===== src/rtl/mem_sad_if.sv =====
// Handshake and memory-port bundle between the MEM stage and the SAD engine.
//   Start/BaseA/BaseB : SAD instruction and operand bases coming from EX/MEM
//   MemAddr/MemReadEn : data-memory read request issued by the engine
//   MemRdData         : read data, valid the cycle after MemReadEn
//   Stall/Done        : pipeline freeze and completion pulse
//   SADResult         : last completed SAD value
interface mem_sad_if;
  logic        Start;
  logic [31:0] BaseA;
  logic [31:0] BaseB;
  logic [31:0] MemAddr;
  logic        MemReadEn;
  logic [31:0] MemRdData;
  logic        Stall;
  logic        Done;
  logic [31:0] SADResult;

  // Pipeline/memory side: drives the instruction and the read data.
  modport master (
    output Start, BaseA, BaseB, MemRdData,
    input  MemAddr, MemReadEn, Stall, Done, SADResult
  );

  // Engine side.
  modport slave (
    input  Start, BaseA, BaseB, MemRdData,
    output MemAddr, MemReadEn, Stall, Done, SADResult
  );
endinterface


===== src/rtl/mem_sad_engine.sv =====
// Multi-cycle MEM-stage SAD unit. Streams N_WORDS words of block A and block B
// through one synchronous read port (A word, then B word, then accumulate) and
// holds the pipeline until the 32-bit sum of byte-wise absolute differences is
// ready.
//   Clk   : clock, all state changes on the rising edge
//   Reset : synchronous, active-high
//   bus   : mem_sad_if slave (instruction, memory read port, stall/done/result)
module mem_sad_engine #(
  parameter int unsigned N_WORDS = 4,
  parameter int unsigned CNT_W   = 8
) (
  input  logic     Clk,
  input  logic     Reset,
  mem_sad_if.slave bus
);

  localparam int unsigned ADDR_W = 32;
  localparam int unsigned DATA_W = 32;
  localparam int unsigned PSUM_W = 10;

  typedef enum logic [2:0] {
    IDLE,
    FETCH_A,
    FETCH_B,
    ACCUM,
    DONE
  } state_e;

  state_e              state_q, state_d;
  logic [CNT_W-1:0]    cnt_q, cnt_d;
  logic [DATA_W-1:0]   acc_q, acc_d;
  logic [DATA_W-1:0]   a_word_q, a_word_d;
  logic [ADDR_W-1:0]   base_a_q, base_a_d;
  logic [ADDR_W-1:0]   base_b_q, base_b_d;
  logic [DATA_W-1:0]   result_q, result_d;

  logic [ADDR_W-1:0]   mem_addr_c;
  logic                mem_re_c;
  logic                stall_c;
  logic                done_c;
  logic [ADDR_W-1:0]   word_off_c;
  logic [DATA_W-1:0]   acc_sum_c;

  // Sum of the four unsigned byte-wise absolute differences of two words.
  function automatic logic [PSUM_W-1:0] word_sad(input logic [DATA_W-1:0] a,
                                                  input logic [DATA_W-1:0] b);
    logic [PSUM_W-1:0] s;
    logic [7:0]        ab;
    logic [7:0]        bb;
    s = '0;
    for (int k = 0; k < 4; k++) begin
      ab = a[8*k +: 8];
      bb = b[8*k +: 8];
      s  = s + PSUM_W'((ab > bb) ? (ab - bb) : (bb - ab));
    end
    return s;
  endfunction

  // Byte offset of word i; address adds wrap modulo 2^32.
  assign word_off_c = ADDR_W'({cnt_q, 2'b00});
  assign acc_sum_c  = acc_q + DATA_W'(word_sad(a_word_q, bus.MemRdData));

  // Next-state and output decode.
  always_comb begin
    state_d    = state_q;
    cnt_d      = cnt_q;
    acc_d      = acc_q;
    a_word_d   = a_word_q;
    base_a_d   = base_a_q;
    base_b_d   = base_b_q;
    result_d   = result_q;
    mem_addr_c = '0;
    mem_re_c   = 1'b0;
    stall_c    = 1'b0;
    done_c     = 1'b0;

    unique case (state_q)
      IDLE: begin
        if (bus.Start) begin
          stall_c  = 1'b1;
          base_a_d = bus.BaseA & ~32'h3;
          base_b_d = bus.BaseB & ~32'h3;
          cnt_d    = '0;
          acc_d    = '0;
          state_d  = FETCH_A;
        end
      end
      FETCH_A: begin
        stall_c    = 1'b1;
        mem_re_c   = 1'b1;
        mem_addr_c = base_a_q + word_off_c;
        state_d    = FETCH_B;
      end
      FETCH_B: begin
        // Read data on the port now is the A word requested last cycle.
        stall_c    = 1'b1;
        mem_re_c   = 1'b1;
        mem_addr_c = base_b_q + word_off_c;
        a_word_d   = bus.MemRdData;
        state_d    = ACCUM;
      end
      ACCUM: begin
        stall_c = 1'b1;
        acc_d   = acc_sum_c;
        if (cnt_q == CNT_W'(N_WORDS - 1)) begin
          result_d = acc_sum_c;
          state_d  = DONE;
        end else begin
          cnt_d   = cnt_q + CNT_W'(1);
          state_d = FETCH_A;
        end
      end
      DONE: begin
        done_c  = 1'b1;
        state_d = IDLE;
      end
      default: state_d = IDLE;
    endcase
  end

  // State registers; reset aborts any operation in flight.
  always_ff @(posedge Clk) begin
    if (Reset) begin
      state_q  <= IDLE;
      cnt_q    <= '0;
      acc_q    <= '0;
      a_word_q <= '0;
      base_a_q <= '0;
      base_b_q <= '0;
      result_q <= '0;
    end else begin
      state_q  <= state_d;
      cnt_q    <= cnt_d;
      acc_q    <= acc_d;
      a_word_q <= a_word_d;
      base_a_q <= base_a_d;
      base_b_q <= base_b_d;
      result_q <= result_d;
    end
  end

  assign bus.MemAddr   = mem_addr_c;
  assign bus.MemReadEn = mem_re_c;
  assign bus.Stall     = stall_c;
  assign bus.Done      = done_c;
  assign bus.SADResult = result_q;

endmodule


===== src/flat_wrapper.sv =====
// flat-port wrapper written by rule: the top's interface ports become plain ports
module mem_sad_engine_flat 
#(
  parameter int unsigned N_WORDS = 4,
  parameter int unsigned CNT_W   = 8
)
  (Clk, Reset, bus_Start, bus_BaseA, bus_BaseB, bus_MemRdData, bus_MemAddr, bus_MemReadEn, bus_Stall, bus_Done, bus_SADResult);
  mem_sad_if bus_i ();
  input  logic Clk;
  input  logic Reset;
  input wire logic [$bits(bus_i.Start)-1:0] bus_Start;
  input wire logic [$bits(bus_i.BaseA)-1:0] bus_BaseA;
  input wire logic [$bits(bus_i.BaseB)-1:0] bus_BaseB;
  input wire logic [$bits(bus_i.MemRdData)-1:0] bus_MemRdData;
  output wire logic [$bits(bus_i.MemAddr)-1:0] bus_MemAddr;
  output wire logic [$bits(bus_i.MemReadEn)-1:0] bus_MemReadEn;
  output wire logic [$bits(bus_i.Stall)-1:0] bus_Stall;
  output wire logic [$bits(bus_i.Done)-1:0] bus_Done;
  output wire logic [$bits(bus_i.SADResult)-1:0] bus_SADResult;
  assign bus_i.Start = bus_Start;
  assign bus_i.BaseA = bus_BaseA;
  assign bus_i.BaseB = bus_BaseB;
  assign bus_i.MemRdData = bus_MemRdData;
  assign bus_MemAddr = bus_i.MemAddr;
  assign bus_MemReadEn = bus_i.MemReadEn;
  assign bus_Stall = bus_i.Stall;
  assign bus_Done = bus_i.Done;
  assign bus_SADResult = bus_i.SADResult;
  mem_sad_engine #(.N_WORDS(N_WORDS), .CNT_W(CNT_W)) u_core (.Clk(Clk), .Reset(Reset), .bus(bus_i));
endmodule

===== config.mk =====
export PLATFORM = sky130hd
export DESIGN_NAME = mem_sad_engine_flat
export DESIGN_NICKNAME = d
export VERILOG_FILES = /design/src/rtl/mem_sad_if.sv /design/src/rtl/mem_sad_engine.sv /design/src/flat_wrapper.sv
export SDC_FILE = /design/constraint.sdc
export NUM_CORES = 1
export LEC_CHECK = 0
export BUFFER_PORTS_ARGS = -buffer_cell sky130_fd_sc_hd__buf_2
export CELL_PAD_IN_SITES_DETAIL_PLACEMENT = 0
export CELL_PAD_IN_SITES_GLOBAL_PLACEMENT = 2
export CORE_UTILIZATION = 30
export DETAILED_ROUTE_END_ITERATION = 6
export PLACE_DENSITY = 0.79
export SYNTH_ARGS = -nofsm -noshare
export SYNTH_HDL_FRONTEND = slang
export SYNTH_SLANG_ARGS = --single-unit

===== constraint.sdc =====
create_clock -name Clk -period 9 [get_ports Clk]
set_input_delay 1.8 -clock Clk [delete_from_list [all_inputs] [get_ports Clk]]
set_output_delay 1.8 -clock Clk [all_outputs]
set_load 0.03 [all_outputs]

==> results of run 1 <==
## path summary, 6_finish.rpt
kind / start / to / slack, ps / cells after the start
worst max-delay path: bus_MemRdData[26] / u_core.acc_q[18]$_SDFFE_PP0P_ / 790 / 27
worst min-delay path: u_core.base_b_q[31]$_SDFFE_PP0P_ / u_core.base_b_q[31]$_SDFFE_PP0P_ / 450 / 2
worst max register to register: u_core.a_word_q[26]$_SDFFE_PP0P_ / u_core.acc_q[18]$_SDFFE_PP0P_ / 1960 / 25
worst min register to register: u_core.base_b_q[31]$_SDFFE_PP0P_ / u_core.base_b_q[31]$_SDFFE_PP0P_ / 450 / 2
## placed cells by master, fill, tap and decap left out, types with 7 or more instances in the layout
cell type and n:
a21oi_1 163, nor3_1 31, o211ai_1 12, nand3b_1 7, ha_1 93, nand4_1 19, nand3_1 33, clkbuf_16 17
nor2b_1 24, o31ai_1 7, o21a_1 17, mux2i_1 39, buf_2 158, a211oi_1 23, xor2_1 19, nand2b_1 10
o21ai_0 52, a311oi_1 11, a21o_1 30, and3_1 19, nor2_1 98, xnor2_1 49, inv_1 121, nand2_1 284
or3_1 18, buf_4 21, and2_1 8, a31oi_1 20, fa_1 28, dfxtp_1 167
## flip-flops by register name, summed over array words and instances, names as in the netlist
register / flops
u_core.a_word_q: 32
u_core.acc_q: 32
u_core.bus.SADResult: 32
u_core.base_a_q: 30
u_core.base_b_q: 30
u_core.cnt_q: 8
u_core.state_q: 3
## tightest hold or removal path, cell delays in order, from the launching register on
cell and delay (ps):
dfxtp_1 310, nand2_1 50, a21oi_1 50
## kinds of logic after synthesis
kind of cell,after synthesis
AND/OR/NAND/NOR,589
AO/OA/AOI/OAI,402
buffers and inverters,206
flip-flops,167
adder cells (fa/ha/maj),121
XOR/XNOR,68
multiplexers,47
other,1
## power by group through the flow
stage	Clock (mW)	Combinational, mW	Sequential, mW
after floorplan	0	1.74	0.835
after global placement	0	2.23	0.847
after detailed placement	0	2.25	0.849
after CTS	0.777	2.27	0.833
after global routing	0.801	2.55	0.842
final	0.744	2.24	0.834
## metrics by stage
stage	cell area (µm²)	util, %	power (mW)	hold WS [ps]
floorplan	12300	-	2.57	433
global placement	13500	33.8	3.08	442
detailed placement	13500	33.8	3.10	443
CTS	14100	35.2	3.88	454
global route	14100	35.2	4.19	476
finish	14100	35.2	3.82	453
## layer usage
metal  vias to the layer above  track usage, %
met5                         -               0
met4                         4            4.34
met3                        23            4.86
met2                       185            28.0
met1                      5345            23.5
li1                       5761               -
## area by class of cell
class	instances	area [µm²]	share of cell area (%)
Antenna cell	2	5.00	0.0355
Clock buffer	19	433	3.07
Clock inverter	10	123	0.870
Inverter	121	454	3.22
Multi-Input combinational cell	1229	8140	57.7
Sequential cell	167	3340	23.7
Tap cell	525	657	4.66
Timing Repair Buffer	179	948	6.73
==> results.toml, run 1 <==
[global_routing]
grt_pass1_wl_um = 57500
grt-ovfl-total = 0
grt.total_usage_pct = 17.7
antenna_found_initial = 3
grt_pass1_vias = 10800
grt_max_degree = 64

[critical_path]
cpMaxStageDelayCell = "fa_1"
critPathTopFamily = "compound AO/OA/AOI/OAI gates"
end_kind = "flop"
crit_path_max_incr_delay_ps = 540
crit_path_frequent_cell = "inv_1"
critPathMaxFanout = 10
worstPathRequired_ps = 9370
startpoint_type = "input port"
worstSetupPathType = "in2reg"
cp_data_arrival_time_ps = 8580
critical_path_buf_inv_count = 5

[logic_synthesis]
synth_top_family_by_area = "simple AND/OR/NAND/NOR gates"
synth_compound_area_share_pct = 21.0
synthSimpleGateAreaFrac_pct = 22.2
yosysTopAreaCellShare_pct = 27.3
async_reset_ff_share_pct = 0
synth_edf_count = 0
netlist_instances = 1601
ys_top_cells_by_area = "dfxtp_1, ha_1, nand2_1"
synth_xor_area_share_pct = 4.86
synth_warnings = 0
ys_seq_area_share_pct = 27.3
yosys.area_share.adder_pct = 14.1
ys_top_cells_by_count = "nand2_1, dfxtp_1, a21oi_1"
synth_flop_cell = "dfxtp_1"
ys_seq_elements = 167
yosysUniqueCellTypes = 80
synth_area_mm2 = 0.0123
yosysMostFrequentCell = "nand2_1"
synth_top_area_cell = "dfxtp_1"
syn_area_per_cell_um2 = 7.66
muxShareOfSynthArea_pct = 3.98

[power]
power_density_mw_per_mm2 = 271
power_frac_seq_pct = 21.8
p_sw_mw = 1.72
switching_share_pct = 45.1
p_leak_nw = 6.13
ir_worst_vdd_uv = 186
p_comb_share_pct = 58.7
p_clk_share_pct = 19.5
p_int_mw = 2.10

[sta]
post-route-period-util_pct = 91.2
setup_viol = 0
setup_tns_ps = 0
final_hold_viol_count = 0
fin_ws_ps = 790
rsz0062_at_grt = "false"
timing.fmax_mhz = 122
maxSlewViolCount = 0
worst_slew_pin_slew_ps = 966
finalCriticalPeriod_ps = 8210
clock_skew_ps = 8.59
max_slew_margin_pct = 35.5

[cts]
cts_hold_buf = 0
cts-htree-levels = 4
post_cts_buffers = 0
numCtsBuffers = 17
cts.sinks = 167
cts_resized = 0
clk_latency_ps = 480
cts_tree = "done"
clock_path_buffers = 2
root_buffer = "clkbuf_16"
clk_pin_slew_ps = 70

[drt]
drc = 0
met3RoutedLength_um = 1700
num_vias = 11300
top_layer = "met5"
ant_nets = 0
routed_wl_um = 35500
drt-met1-wl_um = 17100
avgRoutedWirePerCell_um = 15.8
wl_met2_um = 16300
viasPerCell = 5.03
drt_first_iter_violations = 568
first_pass_iters = 4

[placement]
place_inst = 2221
dp_hpwl_um = 26000
port_buffers = 159
gp_congestion = 0.806
place_ws_ps = 308

[die]
die_w_um = 204
core_area_mm2 = 0.0400
fp.dieH_um = 204
die_area_mm2 = 0.0417
num_rows = 73
initial_core_util_pct = 30.7
pin_count = 166

[finish]
drive_above_1_share_pct = 13.9
finalNetCount = 1935
area_growth_pct = 15.0
fin_cells = 2252
num-fill-cells = 4327

[worst_hold_path]
holdCritPathClass = "reg2reg"

[status]
outcome = "finished clean"

[job]
drv_cap = 0
(Power assumes the default switching activity.)
==> run 2: changes to the inputs <==
--- a/config.mk
+++ b/config.mk
@@ -6,11 +6,9 @@
 export NUM_CORES = 1
 export LEC_CHECK = 0
 export BUFFER_PORTS_ARGS = -buffer_cell sky130_fd_sc_hd__buf_2
-export CELL_PAD_IN_SITES_DETAIL_PLACEMENT = 0
-export CELL_PAD_IN_SITES_GLOBAL_PLACEMENT = 2
 export CORE_UTILIZATION = 30
 export DETAILED_ROUTE_END_ITERATION = 6
-export PLACE_DENSITY = 0.79
+export PLACE_DENSITY = 0.53
 export SYNTH_ARGS = -nofsm -noshare
 export SYNTH_HDL_FRONTEND = slang
 export SYNTH_SLANG_ARGS = --single-unit
==> run 2 against run 1 <==
Against the previous run:
- non-clock buffer count decreased by 8
- critical path type unchanged
- critical endpoint unchanged
- global-route usage decreased by 0.71 points
- via count hardly changed
- setup slack got worse by 35 ps
- worst hold slack worse by 0.73 ps
- design area decreased by 0.24%
- largest power group unchanged
- combinational power hardly changed
- highest routed layer is now met4
- first-iteration DRC count rose by 0.35%
==> results.toml, run 2 (synthesis gave the netlist of run 1 again) <==
[critical_path]
critPathMaxFanout = 10
worstPathRequired_ps = 9370
end_kind = "flop"
worstSetupPathType = "in2reg"
startpoint_type = "input port"
reg2reg_depth = 24
cp_data_arrival_time_ps = 8610
timing.rr.start = "u_core.a_word_q[27]$_SDFFE_PP0P_"
r2r_end = "u_core.acc_q[18]$_SDFFE_PP0P_"
rrSetupSlack_ps = 1920

[job]
drv_cap = 0

[global_routing]
grt-ovfl-total = 0
grt.total_usage_pct = 16.9
grt_pass1_wl_um = 55700
grt_max_degree = 70
grt_pass1_vias = 10600
antenna_found_initial = 2

[finish]
drive_above_1_share_pct = 13.5
num-fill-cells = 4288
area_growth_pct = 14.7
finalNetCount = 1927
fin_cells = 2247
fin_util_pct = 35.2
layout_commonest_cell = "nand2_1"
layout_common_cells = "nand2_1, dfxtp_1, a21oi_1"

[sta]
setup_tns_ps = 0
finalCriticalPeriod_ps = 8250
final_hold_viol_count = 0
maxSlewViolCount = 0
rsz0062_at_grt = "false"
clock_skew_ps = 16.1
setup_viol = 0
post-route-period-util_pct = 91.6
max_slew_margin_pct = 38.1
worst_slew_pin_slew_ps = 923
timing.fmax_mhz = 121

[drt]
first_pass_iters = 5
drt_first_iter_violations = 570
routed_wl_um = 34600
avgRoutedWirePerCell_um = 15.4
ant_nets = 0
num_vias = 11300
viasPerCell = 5.04
drc = 0

[cts]
clk_latency_ps = 480
cts_resized = 0
cts.sinks = 167
numCtsBuffers = 17
post_cts_buffers = 0
cts_tree = "done"
cts-htree-levels = 4
clk_pin_slew_ps = 70
clock_path_buffers = 2
root_buffer = "clkbuf_16"
cts_hold_buf = 0

[placement]
gp_congestion = 0.823
place_inst = 2213
port_buffers = 159
dp_hpwl_um = 25100

[power]
switching_share_pct = 45.0
p_clk_share_pct = 19.8
power_frac_seq_pct = 21.7
p_sw_mw = 1.72
power_density_mw_per_mm2 = 272
p_leak_nw = 6.11
p_int_mw = 2.11
p_comb_share_pct = 58.4
ir_worst_vdd_uv = 210

[die]
core_area_mm2 = 0.0400
fp.dieH_um = 204
pin_count = 166
die_area_mm2 = 0.0417
num_rows = 73
initial_core_util_pct = 30.7
die_w_um = 204

[status]
outcome = "finished clean"

[worst_hold_path]
hold_depth = 2
holdCritPathClass = "reg2reg"
hp-start = "u_core.base_b_q[24]$_SDFFE_PP0P_"
whs_endpoint = "u_core.base_b_q[24]$_SDFFE_PP0P_"
run 2: cell types whose count changed in the layout (fill, tap and decap cells not counted):
cell / before / now
clkbuf_1: 2 / 3
nor2_1: 98 / 99
clkbuf_8: 0 / 2
clkinvlp_4: 3 / 2
buf_4: 21 / 13
nor2_2: 1 / 0
clkinv_2: 1 / 2
inv_6: 3 / 1
clkinv_4: 1 / 3
run 2: metal layers:
metal	share of wire [%]	GRT usage (%)	vias to the layer above
met5	0	0	-
met4	2.0	6.88	0
met3	4.7	3.52	36
met2	45	26.1	229
met1	48	22.9	5303
li1	-	-	5754
run 2: layout make-up:
type | count | area [µm²] | share of cell area, %
clock buffer | 22 | 464 | 3.30
multi-input combinational | 1229 | 8130 | 57.8
timing repair buffer | 171 | 888 | 6.32
sequential | 167 | 3340 | 23.8
inverter | 121 | 454 | 3.23
antenna | 2 | 5.00 | 0.0356
tap | 525 | 657 | 4.67
clock inverter | 10 | 120 | 0.854
run 2: stage by stage:
stage	setup slack, ps	power (mW)	hold WS, ps	cell area [µm²]
global placement	327	3.05	441	13500
CTS	793	3.86	455	14100
floorplan	1010	2.57	433	12300
detailed placement	289	3.08	446	13500
global route	265	4.19	470	14100
finish	755	3.83	453	14100
run 2: worst max-delay path, cell delays in order:
cell	delay (ps)
buf_2	140
inv_1	90
ha_1	330
a21o_1	210
a221o_1	370
o21ai_2	460
mux2i_1	270
xor2_1	150
fa_1	580
inv_1	60
fa_1	530
inv_1	40
ha_1	320
nor2b_1	150
o21ai_0	190
a21oi_1	130
o41ai_1	320
xnor2_1	150
xnor2_1	180
ha_1	370
and3_1	290
and3_1	240
o21ai_1	310
a211oi_1	540
nor2_1	90
a221o_1	260
run 2: worst max-delay path by stage:
stage          cells past startpoint               from                                     to
2_1_floorplan                     28  bus_MemRdData[11]  u_core.bus.SADResult[17]$_SDFFE_PP0P_
3_3_place_gp                      27  bus_MemRdData[26]          u_core.acc_q[18]$_SDFFE_PP0P_
3_5_place_dp                      26  bus_MemRdData[26]          u_core.acc_q[18]$_SDFFE_PP0P_
4_1_cts                           26  bus_MemRdData[26]          u_core.acc_q[18]$_SDFFE_PP0P_
5_1_grt                           26  bus_MemRdData[27]  u_core.bus.SADResult[26]$_SDFFE_PP0P_
6_report                          26  bus_MemRdData[25]          u_core.acc_q[18]$_SDFFE_PP0P_
run 2: power by group through the flow:
stage | clock [mW] | sequential [mW] | combinational, mW
finish | 0.760 | 0.833 | 2.24
global route | 0.815 | 0.841 | 2.54
CTS | 0.784 | 0.833 | 2.25
detailed placement | 0 | 0.849 | 2.23
global placement | 0 | 0.847 | 2.21
floorplan | 0 | 0.835 | 1.74
